==> src/rtl/decode_stage.sv <==
// RV32-format decode stage: field split, immediate select/sign-extend, illegal check.
// Results are registered into a 2-entry skid buffer (main + overflow) with valid/ready on both sides.
module decode_stage #(
  parameter int unsigned XLEN    = 32,
  parameter int unsigned CHK_ILL = 1
) (
  input  logic            clk,
  input  logic            rst_n,
  input  logic            flush,
  input  logic            in_valid,
  output logic            in_ready,
  input  logic [31:0]     in_instr,
  input  logic [XLEN-1:0] in_pc,
  output logic            out_valid,
  input  logic            out_ready,
  output logic [6:0]      out_opcode,
  output logic [4:0]      out_rd,
  output logic [2:0]      out_funct3,
  output logic [4:0]      out_rs1,
  output logic [4:0]      out_rs2,
  output logic [6:0]      out_funct7,
  output logic [XLEN-1:0] out_imm,
  output logic [2:0]      out_fmt,
  output logic            out_illegal,
  output logic [XLEN-1:0] out_pc
);

  localparam logic [2:0] FmtR = 3'd0;
  localparam logic [2:0] FmtI = 3'd1;
  localparam logic [2:0] FmtS = 3'd2;
  localparam logic [2:0] FmtB = 3'd3;
  localparam logic [2:0] FmtU = 3'd4;
  localparam logic [2:0] FmtJ = 3'd5;

  localparam logic [6:0] OpLui    = 7'b0110111;
  localparam logic [6:0] OpAuipc  = 7'b0010111;
  localparam logic [6:0] OpJal    = 7'b1101111;
  localparam logic [6:0] OpJalr   = 7'b1100111;
  localparam logic [6:0] OpLoad   = 7'b0000011;
  localparam logic [6:0] OpImm    = 7'b0010011;
  localparam logic [6:0] OpMisc   = 7'b0001111;
  localparam logic [6:0] OpSystem = 7'b1110011;
  localparam logic [6:0] OpStore  = 7'b0100011;
  localparam logic [6:0] OpBranch = 7'b1100011;
  localparam logic [6:0] OpOp     = 7'b0110011;

  typedef struct packed {
    logic [31:0]     instr;
    logic [XLEN-1:0] pc;
    logic [XLEN-1:0] imm;
    logic [2:0]      fmt;
    logic            ill;
  } entry_t;

  entry_t      dec;
  logic [31:0] imm32;
  logic [2:0]  fmt;
  logic        known;
  logic        bad;
  logic        ill;
  logic [2:0]  f3;
  logic [6:0]  f7;

  assign f3 = in_instr[14:12];
  assign f7 = in_instr[31:25];

  always_comb begin
    imm32 = '0;
    fmt   = FmtR;
    known = 1'b1;
    bad   = 1'b0;
    case (in_instr[6:0])
      OpLui, OpAuipc: begin
        fmt   = FmtU;
        imm32 = {in_instr[31:12], 12'b0};
      end
      OpJal: begin
        fmt   = FmtJ;
        imm32 = {{11{in_instr[31]}}, in_instr[31], in_instr[19:12], in_instr[20],
                 in_instr[30:21], 1'b0};
      end
      OpJalr: begin
        fmt   = FmtI;
        imm32 = {{20{in_instr[31]}}, in_instr[31:20]};
        bad   = (f3 != 3'b000);
      end
      OpLoad, OpImm, OpMisc, OpSystem: begin
        fmt   = FmtI;
        imm32 = {{20{in_instr[31]}}, in_instr[31:20]};
      end
      OpStore: begin
        fmt   = FmtS;
        imm32 = {{20{in_instr[31]}}, in_instr[31:25], in_instr[11:7]};
      end
      OpBranch: begin
        fmt   = FmtB;
        imm32 = {{19{in_instr[31]}}, in_instr[31], in_instr[7], in_instr[30:25],
                 in_instr[11:8], 1'b0};
        bad   = (f3 == 3'b010) || (f3 == 3'b011);
      end
      OpOp: begin
        fmt = FmtR;
        bad = !((f7 == 7'b0000000) || (f7 == 7'b0100000)) ||
              ((f7 == 7'b0100000) && !((f3 == 3'b000) || (f3 == 3'b101)));
      end
      default: known = 1'b0;
    endcase

    ill       = (CHK_ILL != 0) && (!known || bad);
    dec.instr = in_instr;
    dec.pc    = in_pc;
    dec.ill   = ill;
    // Illegal words pass through as R-format with a zero immediate.
    dec.fmt   = ill ? FmtR : fmt;
    dec.imm   = ill ? '0 : XLEN'($signed(imm32));
  end

  entry_t m_q, m_d, s_q, s_d;
  logic   m_valid_q, m_valid_d, s_valid_q, s_valid_d;
  logic   accept, m_free;

  assign in_ready = ~s_valid_q;
  assign accept   = in_valid & ~s_valid_q;
  assign m_free   = ~m_valid_q | out_ready;

  always_comb begin
    m_d       = m_q;
    s_d       = s_q;
    m_valid_d = m_valid_q;
    s_valid_d = s_valid_q;
    if (flush) begin
      m_valid_d = 1'b0;
      s_valid_d = 1'b0;
    end else if (m_free) begin
      // The skid entry is older than anything on the input, so it refills M first.
      if (s_valid_q) begin
        m_d       = s_q;
        m_valid_d = 1'b1;
        s_valid_d = 1'b0;
      end else begin
        m_valid_d = accept;
        if (accept) m_d = dec;
      end
    end else if (accept) begin
      s_d       = dec;
      s_valid_d = 1'b1;
    end
  end

  always_ff @(posedge clk or negedge rst_n) begin
    if (!rst_n) begin
      m_q       <= '0;
      s_q       <= '0;
      m_valid_q <= 1'b0;
      s_valid_q <= 1'b0;
    end else begin
      m_q       <= m_d;
      s_q       <= s_d;
      m_valid_q <= m_valid_d;
      s_valid_q <= s_valid_d;
    end
  end

  assign out_valid   = m_valid_q;
  assign out_opcode  = m_q.instr[6:0];
  assign out_rd      = m_q.instr[11:7];
  assign out_funct3  = m_q.instr[14:12];
  assign out_rs1     = m_q.instr[19:15];
  assign out_rs2     = m_q.instr[24:20];
  assign out_funct7  = m_q.instr[31:25];
  assign out_imm     = m_q.imm;
  assign out_fmt     = m_q.fmt;
  assign out_illegal = m_q.ill;
  assign out_pc      = m_q.pc;

endmodule

==> config.mk <==
export PLATFORM = sky130hd
export DESIGN_NAME = decode_stage
export DESIGN_NICKNAME = d
export VERILOG_FILES = /design/src/rtl/decode_stage.sv
export SDC_FILE = /design/constraint.sdc
export NUM_CORES = 1
export LEC_CHECK = 0
export BUFFER_PORTS_ARGS = -buffer_cell sky130_fd_sc_hd__buf_4
export CAP_MARGIN = 20
export CORE_ASPECT_RATIO = 0.6
export CORE_MARGIN = 2
export CORE_UTILIZATION = 59
export DETAILED_ROUTE_END_ITERATION = 10
export PLACE_DENSITY = 0.91
export SETUP_SLACK_MARGIN = 0.2
export SYNTH_ARGS = -nofsm -noshare
export SYNTH_HDL_FRONTEND = slang
export SYNTH_SLANG_ARGS = --single-unit
==> constraint.sdc <==
create_clock -name clk -period 3.5 [get_ports clk]
set_input_delay 0.7 -clock clk [delete_from_list [all_inputs] [get_ports clk]]
set_output_delay 0.7 -clock clk [all_outputs]
set_load 0.02 [all_outputs]
==> results.cfg <==
[sta]
relSlewSlack_pct = 39.2
worstMarginPinSlew_ns = 0.913
finalHoldViolCount = 0
clock_skew_ns = 0.0101
rsz0062_at_grt = no
finalCriticalPeriod_ns = 2.32
fin_hold_ws_ns = 0.192
final_max_slew_viol_count = 0
finalSetupViolCount = 0
tns_ns = 0
post-route-period-util_pct = 66.4
max_freq_mhz = 430

[drt]
routed_via_density = 5.83
drtIter0Drc = 717
wl_mm = 23.2
antenna_left = 0
first_pass_iters = 6
vias = 7461
wl_per_cell_um = 18.1
drc = 0

[clock_tree]
htreeDepth = 1
clock-sinks = 202
clk_latency_ns = 0.49
post-cts-setup-buffer-count = 0
cts_root_buf = clkbuf_16
hold_buffers = 0
cts_buffer_depth = 3
clk_pin_slew_ns = 0.06
cts_buffers = 19
cts_tree = built
cts_resized = 0

[place]
placed_cells = 1245
place_congestion = 0.890
port_buffers = 170
dp_hpwl_mm = 15.1

[floorplanning]
die_h_um = 99.5
die_x_um = 163
core-area_um2 = 14700
die-area_um2 = 16200
row_count = 34
ios = 171
initial_core_util_pct = 61.1

[min_path]
hp-class = input pin to asynchronous set/reset pin

[flow_run]
max_cap_viol_count = 0

[yosys]
synth_area_um2 = 8970
synth_compound_gate_area_share_pct = 15.5
synth_area_per_cell_um2 = 9.65
synth_edf_count = 0
ys_seq_area_share_pct = 56.3
synth.distinct_cells = 52
synth_flop_cell = dfrtp_1
ys.warnings.count = 0
synthXorXnorAreaFrac_pct = 0.195
yosysTopAreaCell = dfrtp_1
synth_top_family_by_area = simple AND/OR/NAND/NOR gates
synthMuxAreaShare_pct = 7.26
syn_nets = 999
ys_async_sr_fraction_pct = 100
synthCells = 930
synthAdderAreaFrac_pct = 0
synth_area_leaders = dfrtp_1 (56%), nand2_1 (12%), mux2i_1 (7.1%), o21ai_0 (4.5%), a21oi_1 (2.3%)
yosysTopAreaCellShare_pct = 56.3
synthSimpleGateAreaFrac_pct = 16.9
ys_ff_latch = 202

[finish]
fin_util_pct = 75.4
area_growth_pct = 23.3
fin_cells = 1279
drive_above_1_share_pct = 21.9
diodes = 0
final_common_cell = nand2_1
layout_common_cells = nand2_1 (294), dfrtp_1 (201), buf_4 (179)
finalNetCount = 1137

[power_and_ir_drop]
p_leak_nw = 5.35
ir_drop_v = 0.000375
powerDensity_nw_per_um2 = 570

[global_routing]
grt_pass1_vias = 7206
grt_pass1_wl_mm = 37.1
grt_overflow = 0
gr-usage-all-layers_pct = 28.8
antenna_found_initial = 0
grt_max_degree = 121

[worst_setup_path]
path_cells = buf_4 > or4_1 > nor3_1 > a2111oi_0 > nand2b_1 > buf_4 > o31ai_2
path_common_cell = buf_4
cp.arrival_ns = 2.72
cp_slowest_cell = or4_1
path_class = input pin to flip-flop
end_kind = flip-flop
worstRegToRegCells = 4
rrSetupSlack_ns = 1.22
required_ns = 3.90
start_kind = input pin
path_max_fanout = 11
critPathMaxStageDelay_ns = 0.52

[run_status]
status = finished, final reports clean
final timing paths:
kind,from,endpoint
worst max-delay path,in_instr[26],s_q[29]
worst min-delay path,rst_n,out_pc[19]
worst max register to register,out_valid,out_imm[15]
worst min register to register,s_q[91],s_q[91]
max in group asynchronous,rst_n,s_q[9]
min in group clk,flush,out_valid
power by group:
part	total (mW)	internal (mW)	switching, mW
clock network	2.30	1.42	0.874
logic	1.13	0.460	0.672
registers	2.88	2.68	0.202
cells in the mapped netlist, types with 4 or more instances:
library cell and number:
o22ai_1 18, a22o_1 16, o21ai_0 81, a221o_1 4
clkbuf_1 47, mux2i_1 64, nand2_1 294, dfrtp_1 202
a221oi_1 8, nor2_1 35, nand3_1 9, inv_1 10
and3_1 9, buf_6 4, buf_2 13, o31ai_2 8
nor2b_1 5, a22oi_1 8, o31ai_1 6, a21oi_1 42
area by class of cell:
cell class / instances / area (um2)
inverter: 10 / 37.5
timing repair buffer: 183 / 1420
fill: 993 / 3610
tap: 198 / 248
multi-input combinational: 652 / 3590
sequential: 202 / 5060
clock buffer: 26 / 562
clock inverter: 8 / 144
routing by layer:
metal / routed length, um / vias to the layer above / GRT usage (%)
met5: 0 / - / 0
met3: 1970 / 57 / 6.46
met1: 10400 / 3614 / 42.6
met4: 630 / 0 / 8.85
met2: 10200 / 340 / 43.1
li1: - / 3450 / -
metrics by stage:
stage          worst slack [ns]  total power, mW  instance area (um2)
3_3_place_gp              0.791             3.99                10400
4_1_cts                    1.21             6.34                11100
3_5_place_dp              0.746             4.04                10400
6_report                   1.18             6.31                11100
5_1_grt                    1.05             6.59                11100
2_1_floorplan              1.24             3.49                 8970
critical path, delay by kind of cell:
kind                   cells  cell delay [ns]
AND/OR/NAND/NOR            3             1.19
buffers and inverters      2             0.42
AO/OA/AOI/OAI              2             0.40
cells by family (layout without fill, tap and decap cells):
| family | count (synthesis) | in the layout |
|---|---|---|
| flip-flops | 202 | 202 |
| AND/OR/NAND/NOR | 373 | 373 |
| multiplexers | 65 | 65 |
| XOR/XNOR | 2 | 2 |
| buffers and inverters | 76 | 227 |
| AO/OA/AOI/OAI | 212 | 212 |
sequential cells by signal, summed over array words and instances, names as in the netlist:
signal       count
out_funct7       7
out_rs1          5
out_rs2          5
out_illegal      1
out_imm         32
s_valid_q        1
s_q            100
out_fmt          3
out_rd           5
out_valid        1
out_pc          32
out_opcode       7
out_funct3       3
(Power assumes the default switching activity.)
